**config.mk**
```make
export PLATFORM = sky130hd
export DESIGN_NAME = imem_boot_loader_flat
export DESIGN_NICKNAME = d
export VERILOG_FILES = /design/src/rtl/imem_boot_loader_pkg.sv /design/src/rtl/imem_boot_loader_if.sv /design/src/rtl/imem_boot_loader_word_packer.sv /design/src/rtl/imem_boot_loader.sv /design/src/flat_wrapper.sv
export SDC_FILE = /design/constraint.sdc
export NUM_CORES = 1
export LEC_CHECK = 0
export ABC_AREA = 1
export BUFFER_PORTS_ARGS = -buffer_cell sky130_fd_sc_hd__buf_2
export CAP_MARGIN = 5
export CORE_MARGIN = 4
export CORE_UTILIZATION = 50
export DETAILED_ROUTE_END_ITERATION = 16
export PLACE_DENSITY = 0.7
export SLEW_MARGIN = 20
export SYNTH_ARGS = -nofsm -noshare
export SYNTH_HDL_FRONTEND = slang
export SYNTH_SLANG_ARGS = --single-unit
```
**constraint.sdc**
```tcl
create_clock -name clk -period 4.39 [get_ports clk]
set_input_delay 0.6585 -clock clk [delete_from_list [all_inputs] [get_ports clk]]
set_output_delay 0.6585 -clock clk [all_outputs]
set_load 0.01 [all_outputs]
```
**src/rtl/imem_boot_loader_pkg.sv**
```systemverilog
// rtl/imem_boot_loader_pkg.sv - shared state encoding and framing constants for the boot loader
package boot_loader_pkg;

    typedef enum logic [2:0] {
        CNT_LO,
        CNT_HI,
        DATA,
        DONE,
        ERR
    } state_e;

    localparam int HDR_BYTES      = 2;
    localparam int BYTES_PER_WORD = 4;

    function automatic logic accepts_bytes(input state_e s);
        return (s == CNT_LO) || (s == CNT_HI) || (s == DATA);
    endfunction

endpackage

```
**src/rtl/imem_boot_loader_if.sv**
```systemverilog
// rtl/imem_boot_loader_if.sv - byte stream in, instruction-memory write port out
interface imem_boot_loader_if #(
    parameter int ADDR_W = 10
);
    logic              in_valid;
    logic [7:0]        in_data;
    logic              in_ready;
    logic              imem_we;
    logic [ADDR_W-1:0] imem_addr;
    logic [31:0]       imem_wdata;

    // master: stream source / memory observer; slave: the loader
    modport master (
        output in_valid, in_data,
        input  in_ready, imem_we, imem_addr, imem_wdata
    );

    modport slave (
        input  in_valid, in_data,
        output in_ready, imem_we, imem_addr, imem_wdata
    );
endinterface

```
**src/rtl/imem_boot_loader_word_packer.sv**
```systemverilog
// rtl/imem_boot_loader_word_packer.sv - assembles little-endian bytes into 32-bit words
module boot_word_packer
    import boot_loader_pkg::*;
(
    input  logic        clk,
    input  logic        rst,
    input  logic        byte_valid,
    input  logic [7:0]  byte_data,
    output logic        byte_last,
    output logic        word_valid,
    output logic [31:0] word_data
);
    logic [23:0] shift_q, shift_d;
    logic [1:0]  idx_q, idx_d;
    logic [31:0] word_q, word_d;
    logic        valid_q, valid_d;

    assign byte_last  = (idx_q == 2'(BYTES_PER_WORD - 1));
    assign word_valid = valid_q;
    assign word_data  = word_q;

    always_comb begin
        shift_d = shift_q;
        idx_d   = idx_q;
        word_d  = word_q;
        valid_d = 1'b0;
        if (byte_valid) begin
            // earlier bytes drift toward bit 0, so b0 ends up in the low lane
            shift_d = {byte_data, shift_q[23:8]};
            idx_d   = idx_q + 2'd1;
            if (byte_last) begin
                word_d  = {byte_data, shift_q};
                valid_d = 1'b1;
            end
        end
    end

    always_ff @(posedge clk or negedge rst) begin
        if (!rst) begin
            shift_q <= '0;
            idx_q   <= '0;
            word_q  <= '0;
            valid_q <= 1'b0;
        end else begin
            shift_q <= shift_d;
            idx_q   <= idx_d;
            word_q  <= word_d;
            valid_q <= valid_d;
        end
    end
endmodule

```
**src/rtl/imem_boot_loader.sv**
```systemverilog
// rtl/imem_boot_loader.sv - loads a counted word image into imem, then releases the CPU
module imem_boot_loader
    import boot_loader_pkg::*;
#(
    parameter int ADDR_W = 10,
    parameter int DEPTH  = 1024
) (
    input  logic                clk,
    input  logic                rst,
    imem_boot_loader_if.slave   bus,
    output logic                cpu_rst_n,
    output logic                done,
    output logic                error
);
    state_e            state_q, state_d;
    logic [7:0]        cnt_lo_q, cnt_lo_d;
    logic [15:0]       count_q, count_d;
    logic [ADDR_W:0]   widx_q, widx_d;
    logic [ADDR_W-1:0] addr_q, addr_d;
    logic              in_ready_q, in_ready_d;
    logic              done_q, done_d;
    logic              err_q, err_d;

    logic              accept;
    logic [15:0]       hdr;
    logic              pk_last;
    logic              pk_word_valid;
    logic [31:0]       pk_word;

    assign accept = bus.in_valid && in_ready_q;
    assign hdr    = {bus.in_data, cnt_lo_q};

    boot_word_packer u_packer (
        .clk        (clk),
        .rst        (rst),
        .byte_valid (accept && (state_q == DATA)),
        .byte_data  (bus.in_data),
        .byte_last  (pk_last),
        .word_valid (pk_word_valid),
        .word_data  (pk_word)
    );

    always_comb begin
        state_d  = state_q;
        cnt_lo_d = cnt_lo_q;
        count_d  = count_q;
        widx_d   = widx_q;
        addr_d   = addr_q;
        case (state_q)
            CNT_LO: begin
                if (accept) begin
                    cnt_lo_d = bus.in_data;
                    state_d  = CNT_HI;
                end
            end
            CNT_HI: begin
                if (accept) begin
                    count_d = hdr;
                    if (hdr == 16'd0)
                        state_d = DONE;
                    else if ({16'd0, hdr} > 32'(DEPTH))
                        state_d = ERR;
                    else
                        state_d = DATA;
                end
            end
            DATA: begin
                // widx_q already counts the word being written this cycle
                if (pk_word_valid && (16'(widx_q) == count_q))
                    state_d = DONE;
                if (accept && pk_last) begin
                    addr_d = widx_q[ADDR_W-1:0];
                    widx_d = widx_q + 1'b1;
                end
            end
            default: state_d = state_q;
        endcase
    end

    // stop taking bytes once the final word's last byte is in
    always_comb begin
        in_ready_d = accepts_bytes(state_d) &&
                     !((state_d == DATA) && (16'(widx_d) == count_d));
        done_d     = (state_d == DONE);
        err_d      = (state_d == ERR);
    end

    always_ff @(posedge clk or negedge rst) begin
        if (!rst) begin
            state_q    <= CNT_LO;
            cnt_lo_q   <= '0;
            count_q    <= '0;
            widx_q     <= '0;
            addr_q     <= '0;
            in_ready_q <= 1'b0;
            done_q     <= 1'b0;
            err_q      <= 1'b0;
        end else begin
            state_q    <= state_d;
            cnt_lo_q   <= cnt_lo_d;
            count_q    <= count_d;
            widx_q     <= widx_d;
            addr_q     <= addr_d;
            in_ready_q <= in_ready_d;
            done_q     <= done_d;
            err_q      <= err_d;
        end
    end

    assign bus.in_ready   = in_ready_q;
    assign bus.imem_we    = pk_word_valid;
    assign bus.imem_addr  = addr_q;
    assign bus.imem_wdata = pk_word;
    assign cpu_rst_n      = done_q;
    assign done           = done_q;
    assign error          = err_q;
endmodule

```
**src/flat_wrapper.sv**
```systemverilog
// flat-port wrapper written by rule: the top's interface ports become plain ports
module imem_boot_loader_flat import boot_loader_pkg::*;
#(
    parameter int ADDR_W = 10,
    parameter int DEPTH  = 1024
)
  (clk, rst, cpu_rst_n, done, error, bus_in_valid, bus_in_data, bus_in_ready, bus_imem_we, bus_imem_addr, bus_imem_wdata);
  imem_boot_loader_if #(.ADDR_W(ADDR_W)) bus_i ();
  input  logic clk;
  input  logic rst;
  output logic cpu_rst_n;
  output logic done;
  output logic error;
  input wire logic [$bits(bus_i.in_valid)-1:0] bus_in_valid;
  input wire logic [$bits(bus_i.in_data)-1:0] bus_in_data;
  output wire logic [$bits(bus_i.in_ready)-1:0] bus_in_ready;
  output wire logic [$bits(bus_i.imem_we)-1:0] bus_imem_we;
  output wire logic [$bits(bus_i.imem_addr)-1:0] bus_imem_addr;
  output wire logic [$bits(bus_i.imem_wdata)-1:0] bus_imem_wdata;
  assign bus_i.in_valid = bus_in_valid;
  assign bus_i.in_data = bus_in_data;
  assign bus_in_ready = bus_i.in_ready;
  assign bus_imem_we = bus_i.imem_we;
  assign bus_imem_addr = bus_i.imem_addr;
  assign bus_imem_wdata = bus_i.imem_wdata;
  imem_boot_loader #(.ADDR_W(ADDR_W), .DEPTH(DEPTH)) u_core (.clk(clk), .rst(rst), .bus(bus_i), .cpu_rst_n(cpu_rst_n), .done(done), .error(error));
endmodule
```
# After elaboration in Yosys (flattened, before gate mapping)
# Cells that the tools add are included.
word_totals:
  romBits: 0
  register_bits: 110
  ram_bits: 0
  mem_count: 0
  out_inout_bits: 47
  latchBits: 0
  word_cells: 51
  inputBits: 11
op_classes:
  mul: 0
  add_sub_neg: 2
  n_mux: 12
  n_shift: 0
  n_div: 0
  n_bitwise: 0
  reduce_logical: 15
  n_eq_ne: 9
  order_cmp: 1
ops:
  columns: ["op", "count"]
  rows:
  - ["== test 11 x 16 -> 1 bit", 2]
  - ["two-way mux 16 bit", 2]
  - ["two-way mux 11 bit", 2]
  - ["> comparator 16 x 11 -> 1 bit, second input constant", 1]
  - ["logical NOT 16 bit", 1]
  - ["two-way mux 3 bit", 5]
  - ["adder 11 x 1 -> 11 bit, second input constant", 1]
  - ["== test 3 x 2 -> 1 bit, second input constant", 3]
  - ["case mux 3 bit (3 select lines)", 1]
  - ["== test 3 x 1 -> 1 bit, second input constant", 2]
  - ["logical AND 1 bit", 6]
  - ["logical NOT 3 bit", 2]
  - ["AND reduction 2 bit", 3]
  - ["== test 3 bit, second input constant", 1]
  - ["adder 2 x 1 -> 2 bit, second input constant", 1]
  - ["== test 2 bit, second input constant", 1]
  - ["logical OR 1 bit", 2]
  - ["two-way mux 1 bit", 2]
  - ["logical NOT 1 bit", 1]

# Longest topological paths before layout
# Gate-level depths: netlist of the first run.
logic_depth:
  word_depth: 9
  depth_mapped: 15
  depth_no_buf: 14

# Modules after synthesis
# Synthesis of the first run repeated with hierarchy kept, for this count alone.
hier_totals:
  hier_cells: 655
  area_unflattened_um2: 5210.0
by_module_without_submodules:
  columns: ["mod", "n_inst", "seq_area_each_um2", "area_each_um2", "cells_per_inst"]
  rows:
  - ["imem_boot_loader", 1, 1276.2, 2896.5, 401]
  - ["boot_word_packer", 1, 1476.4, 2313.5, 254]

# Worst setup path before layout of the first run
# No wires, ideal clock.
synth_timing:
  path_kind: "input to register"
  start: "in bus_in_valid"
  end: "reg u_core.in_ready_q, in the netlist u_core.bus.in_ready"
  setup_time_ns: 0.113
  t_required_ns: 4.277
  path_stages: 15
  setup_slack_ns: 2.620
  path_buffers: 1
  t_arrival_ns: 1.657
  path_cell_list: "nand2_4 inv_6 nand3_4 buf_6 nand2_1 nand2_1 nand2_1 nor2_1 nand2_1 nor2_1 nand2_1 nor2_1 nand3_1 nand2_1 inv_1"
synth_between:
  elab_chain_len: 8
  word_cells_on_any_way: 18
  cone_classes: "eq/ne (3); mux (7); reduce/logical (8)"
synth_lines:
  columns: ["item", "line", "rtl"]
  rows:
  - ["start, declared", "flat_wrapper.sv:14", "input wire logic [$bits(bus_i.in_valid)-1:0] bus_in_valid;"]
  - ["logical AND 1 bit *", "imem_boot_loader.sv:30", "assign accept = bus.in_valid && in_ready_q;"]
  - ["logical AND 1 bit", "imem_boot_loader.sv:71", "if (accept && pk_last) begin"]
  - ["two-way mux 11 bit", "imem_boot_loader.sv:71", null]
  - ["two-way mux 11 bit", "imem_boot_loader.sv:49", "case (state_q)"]
  - ["== test 11 x 16 -> 1 bit", "imem_boot_loader.sv:83", "!((state_d == DATA) && (16'(widx_d) == count_d));"]
  - ["logical AND 1 bit", "imem_boot_loader.sv:83", null]
  - ["logical NOT 1 bit", "imem_boot_loader.sv:83", null]
  - ["logical AND 1 bit *", "imem_boot_loader.sv:82", "in_ready_d = accepts_bytes(state_d) &&"]
  - ["named net u_core.in_ready_d", "imem_boot_loader.sv:20", "logic in_ready_q, in_ready_d;"]
  - ["end signal, assigned", "imem_boot_loader.sv:104", "in_ready_q <= in_ready_d;"]
  - ["end, declared", "imem_boot_loader.sv:20", null]
# The timed path passes the listed nets; every way through them passes the cells marked *.
# A chain may end at the register's enable or synchronous reset.

# Worst setup path in the final report of the first run
layout_timing:
  start: "reg u_core.in_ready_q, in the netlist u_core.bus.in_ready"
  end: "reg u_core.in_ready_q, in the netlist u_core.bus.in_ready"
layout_between:
  elab_chain_len: 8
  word_cells_on_any_way: 18
  cone_classes: "eq/ne (3); mux (7); reduce/logical (8)"
layout_lines:
  columns: ["item", "line", "rtl"]
  rows:
  - ["logical AND 1 bit", "imem_boot_loader.sv:30", null]
  - ["logical AND 1 bit", "imem_boot_loader.sv:71", null]
  - ["two-way mux 11 bit", "imem_boot_loader.sv:71", null]
  - ["two-way mux 11 bit", "imem_boot_loader.sv:49", null]
  - ["named net u_core.widx_d[1]", "imem_boot_loader.sv:18", "logic [ADDR_W:0] widx_q, widx_d;"]
  - ["== test 11 x 16 -> 1 bit", "imem_boot_loader.sv:83", null]
  - ["logical AND 1 bit", "imem_boot_loader.sv:83", null]
  - ["logical NOT 1 bit", "imem_boot_loader.sv:83", null]
  - ["logical AND 1 bit", "imem_boot_loader.sv:82", null]
  - ["named net u_core.in_ready_d", "imem_boot_loader.sv:20", null]
# The timed path passes the listed nets, and every way through them passes these cells.

==> results by group, run 1 <==
Outcome
  • Outcome: completed

Power and ir drop
  • Leak Pwr: 0.002962 uW
  • Power density over the cells: between 300 and 400 nW/um^2
  • Worst ir drop on vdd: 0.1623 mV
  • Total design power: about 1700 uW

Clock tree
  • Post-CTS Setup Inserts: 0
  • CTS tree: yes
  • Hold Buf Count CTS: 0
  • Gates resized, CTS repair: 0
  • Number of H-tree branching levels: 3
  • Clock buffer count from CTS: 9
  • Clock Path Buffers: 2
  • Clock network latency to the later pin of the worst-skew pair: about 0.36 ns
  • TritonCTS sink count: 110
  • Buffer cell driving the clock tree root: sky130_fd_sc_hd__clkbuf_8
  • Reg clk slew, reported paths: 0.10 ns

Floorplanning
  • DIE HEIGHT: 107.5 um
  • Initial cell density of the core: 50.90%
  • Area of the placeable core: 9729 sq um
  • Die Wd: 107.5 um
  • IO Pins: 58
  • Overall die area: 11,560 sq um
  • Placement Rows: 36

Yosys
  • Number of instances in the synthesized netlist: 607
  • Synth Net Count: 620
  • Avg Cell Area, Syn: 8.159 sq um
  • Total of flip-flops plus latches after synthesis: 110
  • Sequential area share after synthesis: 55.58%
  • Syn. warnings: 0
  • Unique masters post-synth: 32
  • Most numerous cell types in the synthesized netlist: sky130_fd_sc_hd__nand2_1 (211), sky130_fd_sc_hd__dfrtp_1 (110), sky130_fd_sc_hd__inv_1 (76), sky130_fd_sc_hd__o21ai_0 (72), sky130_fd_sc_hd__nor2_1 (39)
  • Leading cell types by total area after synthesis: sky130_fd_sc_hd__dfrtp_1 (56%), sky130_fd_sc_hd__nand2_1 (16%), sky130_fd_sc_hd__o21ai_0 (7.3%), sky130_fd_sc_hd__inv_1 (5.8%), sky130_fd_sc_hd__nand3_1 (3.6%)
  • Number of enable flip-flop cells after synthesis: 0
  • Cell taking the most area after synthesis: sky130_fd_sc_hd__dfrtp_1
  • Most common flop cell mapped by yosys: sky130_fd_sc_hd__dfrtp_1
  • Most frequently used cell type in the post-synthesis netlist: sky130_fd_sc_hd__nand2_1
  • Async set-or-reset flop fraction in the synthesized netlist: between 90% and 100%
  • Post-synthesis instance area: 4952 sq um
  • Share of the synthesized area in the top cell type: 55.58%

Critical path
  • Crit-path max FO: 37
  • Critical Path Sink Type: register
  • Register-to-register setup slack: ~2.0 ns
  • Required arrival time at the worst endpoint: about 4.7 ns
  • Critical R2R Capture: u_core.bus.in_ready
  • Worst R2R Start: u_core.bus.in_ready
  • Element type at the critical path start: register
  • Arrival time reported for the critical path endpoint: around 2.6 ns
  • Launch point of the worst path: u_core.bus.in_ready
  • Number of cells traversed by the worst register-to-register path: 13
  • Worst Setup Path Type: register to register

Layout
  • Net count, final: 673
  • Layout area overhead: 12.08%
  • Layout cells sized above 1: between 10 and 15%
  • Count of antenna diodes in the layout: 0

Worst hold path
  • Class of the tightest hold or removal check: input port to asynchronous set/reset pin

Timing
  • Worst Setup Slack, final: 2.041 ns
  • Setup TNS after final layout: 0 ns
  • Worst slew margin relative to its limit: 50.95%
  • Post-route minimum period: 2.349 ns
  • Slew at the pin closest to its max-slew limit: ~0.74 ns
  • Largest clock skew in the final design: just over 0.007 ns
  • Final slew viol count: 0
  • Final setup violation count: 0
  • Setup repair after global routing missed its margin: no
  • Final period utilization: 53.52%
  • Number of hold violations in the final report: 0
  • Achievable clock frequency: 0.4256 GHz

Global route
  • Wire length of the first global-routing pass: 18,890 um
  • Combined global-route utilization of all metal layers: about a fifth
  • Via count of the first global-routing pass: just under 4,000
  • Grt total ovfl: 0
  • Antenna violations before repair: 0
  • Largest net degree at the start of global routing: 84

Drt
  • Wire length on met2: 5092 um
  • Per-cell routed wire length: 14.12 um
  • DRT iter0 DRCs: 294
  • Pre-antenna DRT Iters: 6
  • Count of nets left with antenna violations after detail routing: 0
  • Drt total wl: between 10,000 and 15,000 um
  • Routed vias/inst: 5.127
  • M1 wire length: 5182 um
  • Topmost layer with routed signal wires: met4
  • Via count: 4,091
  • DRC: 0
  • WL met3: between 800 and 900 um

Placed design
  • Place WS: 1.816 ns
  • Final weighted congestion in routability-driven placement: 0.9590
  • # port buffers: 57
  • Final HPWL DP: just over 8000 um

Job
  • Max-cap check violation count: 0
-- critical path, cell delays in order (launching register included) --
cell	delay, ns
sky130_fd_sc_hd__dfrtp_1	0.56
sky130_fd_sc_hd__nand2_4	0.18
sky130_fd_sc_hd__nor2_2	0.21
sky130_fd_sc_hd__nand2_2	0.39
sky130_fd_sc_hd__nand2_1	0.22
sky130_fd_sc_hd__nand2_1	0.09
sky130_fd_sc_hd__nand2_1	0.06
sky130_fd_sc_hd__nand3_1	0.06
sky130_fd_sc_hd__nor2_1	0.13
sky130_fd_sc_hd__nand2_1	0.08
sky130_fd_sc_hd__nor2_1	0.09
sky130_fd_sc_hd__nand3_1	0.08
sky130_fd_sc_hd__nand2_1	0.06
sky130_fd_sc_hd__inv_1	0.04
-- worst max path at each step --
stage	end	cells after the start
2_1_floorplan	u_core.bus.in_ready	15
3_3_place_gp	u_core.bus.in_ready	14
3_5_place_dp	u_core.bus.in_ready	14
4_1_cts	u_core.bus.in_ready	13
5_1_grt	u_core.bus.in_ready	13
6_report	u_core.bus.in_ready	13
-- where the power goes --
| group | internal, uW | leakage [uW] | switching (uW) |
|---|---|---|---|
| clock | 287 | 0.000102 | 348 |
| sequential | 1010 | 0.00144 | 0 |
| combinational | 5.54 | 0.00142 | 30.8 |
-- per-layer routing --
metal,GRT usage [%],vias up
li1,-,2009
met1,29.96,1938
met2,32.15,130
met3,3.599,14
met4,6.312,0
met5,0,-
-- logic make-up after synthesis --
family          after synthesis  share of synthesized area, %
simple gates                315                         26.96
compound gates               80                         8.312
mux                           1                        0.2274
flops                       110                         55.58
xor+xnor                      3                        0.5307
buf+inv                      96                         7.883
fa+ha+maj                     2                        0.5052
-- cell usage in the layout, fill, tap and decap left out, drive strengths merged --
cell type	instances
a21oi	3
and2	1
buf	60
bufinv	1
clkbuf	11
clkinv	1
clkinvlp	1
dfrtp	110
ha	2
inv	80
mux2	1
nand2	214
nand3	38
nand4	12
nor2	44
nor3	4
nor4	1
o21a	1
o21ai	75
o22ai	1
or2	1
xnor2	2
xor2	1
-- area by class of cell --
type                            instances  area [sq um]
Timing Repair Buffer                   60         314.1
Fill cell                             914          4179
Clock buffer                           11         141.4
Clock inverter                          5         66.31
Multi-Input combinational cell        401          1812
Sequential cell                       110          2753
Inverter                               78         297.8
Tap cell                              133         166.4
-- per-stage QoR --
step | cells | util [%] | area, sq um | hold slack (ns)
6_report | 798 | 57.05 | 5550 | 0.3175
5_1_grt | 798 | 57.05 | 5550 | 0.3755
4_1_cts | 798 | 57.01 | 5547 | 0.4805
3_5_place_dp | 782 | 54.87 | 5339 | 0.4540
3_3_place_gp | 782 | 54.87 | 5339 | 0.4513
2_1_floorplan | 607 | - | 4952 | 0.3629
-- sequential cells by signal, summed over array words and instances (netlist names), 2 cells and up --
name and flops:
u_core.u_packer.shift_q 24, u_core.u_packer.word_data 32, u_core.cnt_lo_q 8, u_core.count_q 16
u_core.widx_q 11, u_core.bus.imem_addr 10, u_core.state_q 3, u_core.u_packer.idx_q 2
Note: power is estimated with default switching activity, not from simulation.
==> inputs of run 2 (changes only) <==
--- a/config.mk
+++ b/config.mk
@@ -5,7 +5,7 @@
 export SDC_FILE = /design/constraint.sdc
 export NUM_CORES = 1
 export LEC_CHECK = 0
-export ABC_AREA = 1
+export ABC_AREA = 0
 export BUFFER_PORTS_ARGS = -buffer_cell sky130_fd_sc_hd__buf_2
 export CAP_MARGIN = 5
 export CORE_MARGIN = 4
==> constraint.sdc (replaced) <==
create_clock -name clk -period 2.2 [get_ports clk]
set_input_delay 0.33 -clock clk [delete_from_list [all_inputs] [get_ports clk]]
set_output_delay 0.33 -clock clk [all_outputs]
set_load 0.01 [all_outputs]
==> run 2 against run 1 <==
The flow now finishes with violations (negative setup slack). Clock skew grew 0.0048 ns. Via count is 29% lower. Clock-buffer cell count decreased by 2. Largest cell class unchanged. Largest power group unchanged.
==> results by group, run 2 <==
Layout
  • Number of cells in the finished layout apart from fillers: 539 (-32%)
  • Layout area overhead: 22.41%
  • Final instance area: 5658 sq um (+1.9%)
  • Max reg flops: 32 (unchanged)
  • Count of antenna diodes in the layout: 0 (unchanged)
  • Net count, final: 439 (-35%)
  • Most common library cell in the layout ignoring fill and taps: sky130_fd_sc_hd__dfrtp_1
  • Most frequent cells in the layout: sky130_fd_sc_hd__dfrtp_1 (110), sky130_fd_sc_hd__mux2_2 (86), sky130_fd_sc_hd__buf_2 (56), sky130_fd_sc_hd__buf_4 (41), sky130_fd_sc_hd__xor2_1 (20)
  • Layout cells sized above 1: 51.74% (+38 points)

Critical path
  • Worst R2R Start: u_core.u_packer.idx_q[1]
  • Critical Path Sink Type: register
  • Crit-path max FO: 4 (-89%)
  • Worst Setup Path Type: register to register
  • Critical R2R Capture: u_core.bus.in_ready
  • Register-to-register setup slack: -0.06 ns (-2.11 ns)
  • Required arrival time at the worst endpoint: 2.48 ns (-2.18 ns)
  • Element type at the critical path start: register
  • Arrival time reported for the critical path endpoint: 2.54 ns (-0.08 ns)
  • Number of cells traversed by the worst register-to-register path: 8 (-5)

Timing
  • Setup TNS after final layout: -0.06487 ns (-0.06487 ns)
  • Largest clock skew in the final design: 0.01198 ns (+0.004790 ns)
  • Setup repair after global routing missed its margin: yes
  • Final period utilization: 102.9% (+49 points)
  • Final setup violation count: 1 (+1)
  • Number of hold violations in the final report: 0 (unchanged)
  • Worst slew margin relative to its limit: 64.68% (+14 points)
  • Final slew viol count: 0 (unchanged)
  • Post-route minimum period: 2.265 ns (-0.08454 ns)
  • Achievable clock frequency: 0.4415 GHz (+3.7%)
  • Worst Setup Slack, final: -0.06487 ns (-2.105 ns)
  • Slew at the pin closest to its max-slew limit: 0.5299 ns (-0.2059 ns)

Yosys
  • Most numerous cell types in the synthesized netlist: sky130_fd_sc_hd__dfrtp_1 (110), sky130_fd_sc_hd__mux2_2 (86), sky130_fd_sc_hd__xor2_1 (20), sky130_fd_sc_hd__nor2_1 (12)
  • Synth Net Count: 336 (-46%)
  • Syn. warnings: 0 (unchanged)
  • Most frequently used cell type in the post-synthesis netlist: sky130_fd_sc_hd__dfrtp_1
  • Most common flop cell mapped by yosys: sky130_fd_sc_hd__dfrtp_1
  • Number of instances in the synthesized netlist: 323 (-47%)
  • Unique masters post-synth: 42 (+31%)
  • Number of enable flip-flop cells after synthesis: 0 (unchanged)
  • Async set-or-reset flop fraction in the synthesized netlist: 100.0% (unchanged)
  • Sequential area share after synthesis: 59.56% (+4.0 points)
  • Post-synthesis instance area: 4622 sq um (-6.7%)
  • Cell taking the most area after synthesis: sky130_fd_sc_hd__dfrtp_1
  • Leading cell types by total area after synthesis: sky130_fd_sc_hd__dfrtp_1 (60%), sky130_fd_sc_hd__mux2_2 (21%), sky130_fd_sc_hd__xor2_1 (3.8%), sky130_fd_sc_hd__xnor2_1 (1.5%), sky130_fd_sc_hd__xor3_1 (1.0%)
  • Total of flip-flops plus latches after synthesis: 110 (unchanged)
  • Share of the synthesized area in the top cell type: 59.56% (+4.0 points)
  • Avg Cell Area, Syn: 14.31 sq um (+75%)

Drt
  • Pre-antenna DRT Iters: 4 (-2)
  • Topmost layer with routed signal wires: met4
  • Drt total wl: 9388 um (-17%)
  • Count of nets left with antenna violations after detail routing: 0 (unchanged)
  • Routed vias/inst: 5.388 (+5.1%)
  • WL met3: 337 um (-60%)
  • Via count: 2,904 (-29%)
  • M1 wire length: 4411 um (-15%)
  • Wire length on met2: 4408 um (-13%)
  • DRC: 0 (unchanged)
  • Per-cell routed wire length: 17.42 um (+23%)
  • DRT iter0 DRCs: 104 (-65%)

Clock tree
  • Clock buffer count from CTS: 9 (unchanged)
  • TritonCTS sink count: 110 (unchanged)
  • Clock Path Buffers: 2 (unchanged)
  • Clock network latency to the later pin of the worst-skew pair: 0.38 ns (+0.02 ns)
  • Number of H-tree branching levels: 3 (unchanged)
  • Reg clk slew, reported paths: 0.11 ns (about the same)
  • Buffer cell driving the clock tree root: sky130_fd_sc_hd__clkbuf_8
  • CTS tree: yes

Global route
  • Grt total ovfl: 0 (unchanged)
  • Antenna violations before repair: 0 (unchanged)
  • Largest net degree at the start of global routing: 44 (-48%)
  • Via count of the first global-routing pass: 3,111 (-19%)
  • Combined global-route utilization of all metal layers: 18.53% (-2.2 points)
  • Wire length of the first global-routing pass: 16,120 um (-15%)

Floorplanning
  • Die Wd: 104.1 um (-3.1%)
  • Area of the placeable core: 8848 sq um (-9.1%)
  • Placement Rows: 34 (-5.6%)
  • Initial cell density of the core: 52.23% (+1.3 points)
  • Overall die area: 10,850 sq um (-6.2%)
  • DIE HEIGHT: 104.1 um (-3.1%)
  • IO Pins: 58 (unchanged)

Power and ir drop
  • Share of power burned in combinational logic: 19.4% (+17 points)
  • Fraction of power spent switching nets: 29.74% (+7.3 points)
  • Leak Pwr: 0.002990 uW (+0.94%)
  • Cell internal pwr: 3176 uW (+140%)
  • Net switching power: 1344 uW (+260%)
  • Power density over the cells: 799.0 nW/um^2 (+160%)
  • Fraction of power consumed by sequential logic: 54.0% (-6.1 points)
  • Worst ir drop on vdd: 0.4122 mV (+150%)
  • Clock network fraction of total power: 26.6% (-11 points)

Placed design
  • Place WS: -0.07798 ns (-1.894 ns)
  • Final weighted congestion in routability-driven placement: 0.8996 (-6.2%)
  • Placed cell count: 510 (-35%)
  • Final HPWL DP: 6682 um (-19%)
  • Instance area after placement: 5283 sq um (-1.1%)
  • # port buffers: 57 (unchanged)

Worst hold path
  • Critical hold path startpoint: bus_in_data[6]
  • Class of the tightest hold or removal check: input port to register
  • Endpoint with the worst hold slack: u_core.cnt_lo_q[6]
  • Worst hold stages: 2

Outcome
  • Failing checks: negative setup slack
  • Outcome: complete, but fails checks

Job
  • Max-cap check violation count: 0 (unchanged)
## run 2: changes by cell type after synthesis, sizes merged, moves of 6 or more
cell | previous run | this run
nor2 | 44 | 12
xor2 | 1 | 20
nand4 | 12 | 3
mux2 | 1 | 88
xnor2 | 2 | 8
inv | 78 | 6
o21ai | 75 | 5
nand2 | 214 | 9
nand3 | 38 | 6
## run 2: through the flow
stage	utilization, %	hold WS, ns	total power, uW
6_report	63.94	0.2468	4521
2_1_floorplan	-	0.03441	2966
5_1_grt	63.94	0.2468	4760
3_5_place_dp	59.70	0.3536	3274
3_3_place_gp	59.70	0.3398	3245
4_1_cts	63.63	0.2276	4547
## run 2: worst max-delay path: stages (launching register included)
cell and delay, ns:
sky130_fd_sc_hd__dfrtp_1 0.42, sky130_fd_sc_hd__ha_4 0.17, sky130_fd_sc_hd__nand4b_1 0.10, sky130_fd_sc_hd__buf_4 0.18, sky130_fd_sc_hd__nor4_4 0.15, sky130_fd_sc_hd__xor2_1 0.29, sky130_fd_sc_hd__xor2_1 0.10, sky130_fd_sc_hd__or4_1 0.47
sky130_fd_sc_hd__o31a_1 0.29
## run 2: what timing repair did
action / in CTS / in global routing
pin swaps: 13 / 9
endpoints found under the hold margin: 36 / 0
hold buffers: 1 / 0
endpoints found under the setup margin: 1 / 2
setup buffers: 11 / 2
resized for setup: 9 / 6
## run 2: area by class of cell
cell class | instances | area [sq um]
well taps | 108 | 135.1
inverters | 6 | 25.02
repair buffers | 101 | 658.1
fillers | 692 | 3191
multi-input cells | 198 | 1888
clock buffers | 9 | 123.9
clock inverters | 7 | 75.07
flip-flops and latches | 110 | 2753
## run 2: kinds of logic after synthesis
kind of cell               after synthesis  synth area share (%)
DFF                                    110                 59.56
muxes                                   89                 21.82
and+or+nand+nor                         60                 7.797
xor gates and xnor gates                30                 6.335
AOI/OAI and AO/OA                       17                 2.545
buffers and inverters                   15                 1.407
adders and majority gates                2                0.5413
## run 2: power by group through the flow
stage	Combinational (uW)	Sequential, uW	Clock (uW)
after floorplan	538	2430	0
after global placement	775	2470	0
after detailed placement	791	2480	0
after CTS	861	2440	1250
after global routing	965	2470	1330
final	877	2440	1200
## run 2: how the worst max path moves through the flow
stage / from / end / cells past startpoint / slack [ns]
2_1_floorplan: u_core.state_q[2] / u_core.bus.in_ready / 6 / 0.01
3_3_place_gp: u_core.state_q[2] / u_core.bus.in_ready / 6 / -0.02
3_5_place_dp: u_core.u_packer.idx_q[0] / u_core.bus.in_ready / 7 / -0.08
4_1_cts: u_core.cnt_lo_q[1] / u_core.bus.in_ready / 6 / 0.02
5_1_grt: u_core.state_q[1] / u_core.bus.in_ready / 8 / -0.15
6_report: u_core.u_packer.idx_q[1] / u_core.bus.in_ready / 8 / -0.06
## run 2: layer usage
metal / GRT usage [%] / vias up
met5: 0 / -
met1: 25.93 / 1448
met2: 28.55 / 77
met4: 8.642 / 0
li1: - / 1361
met3: 2.793 / 18
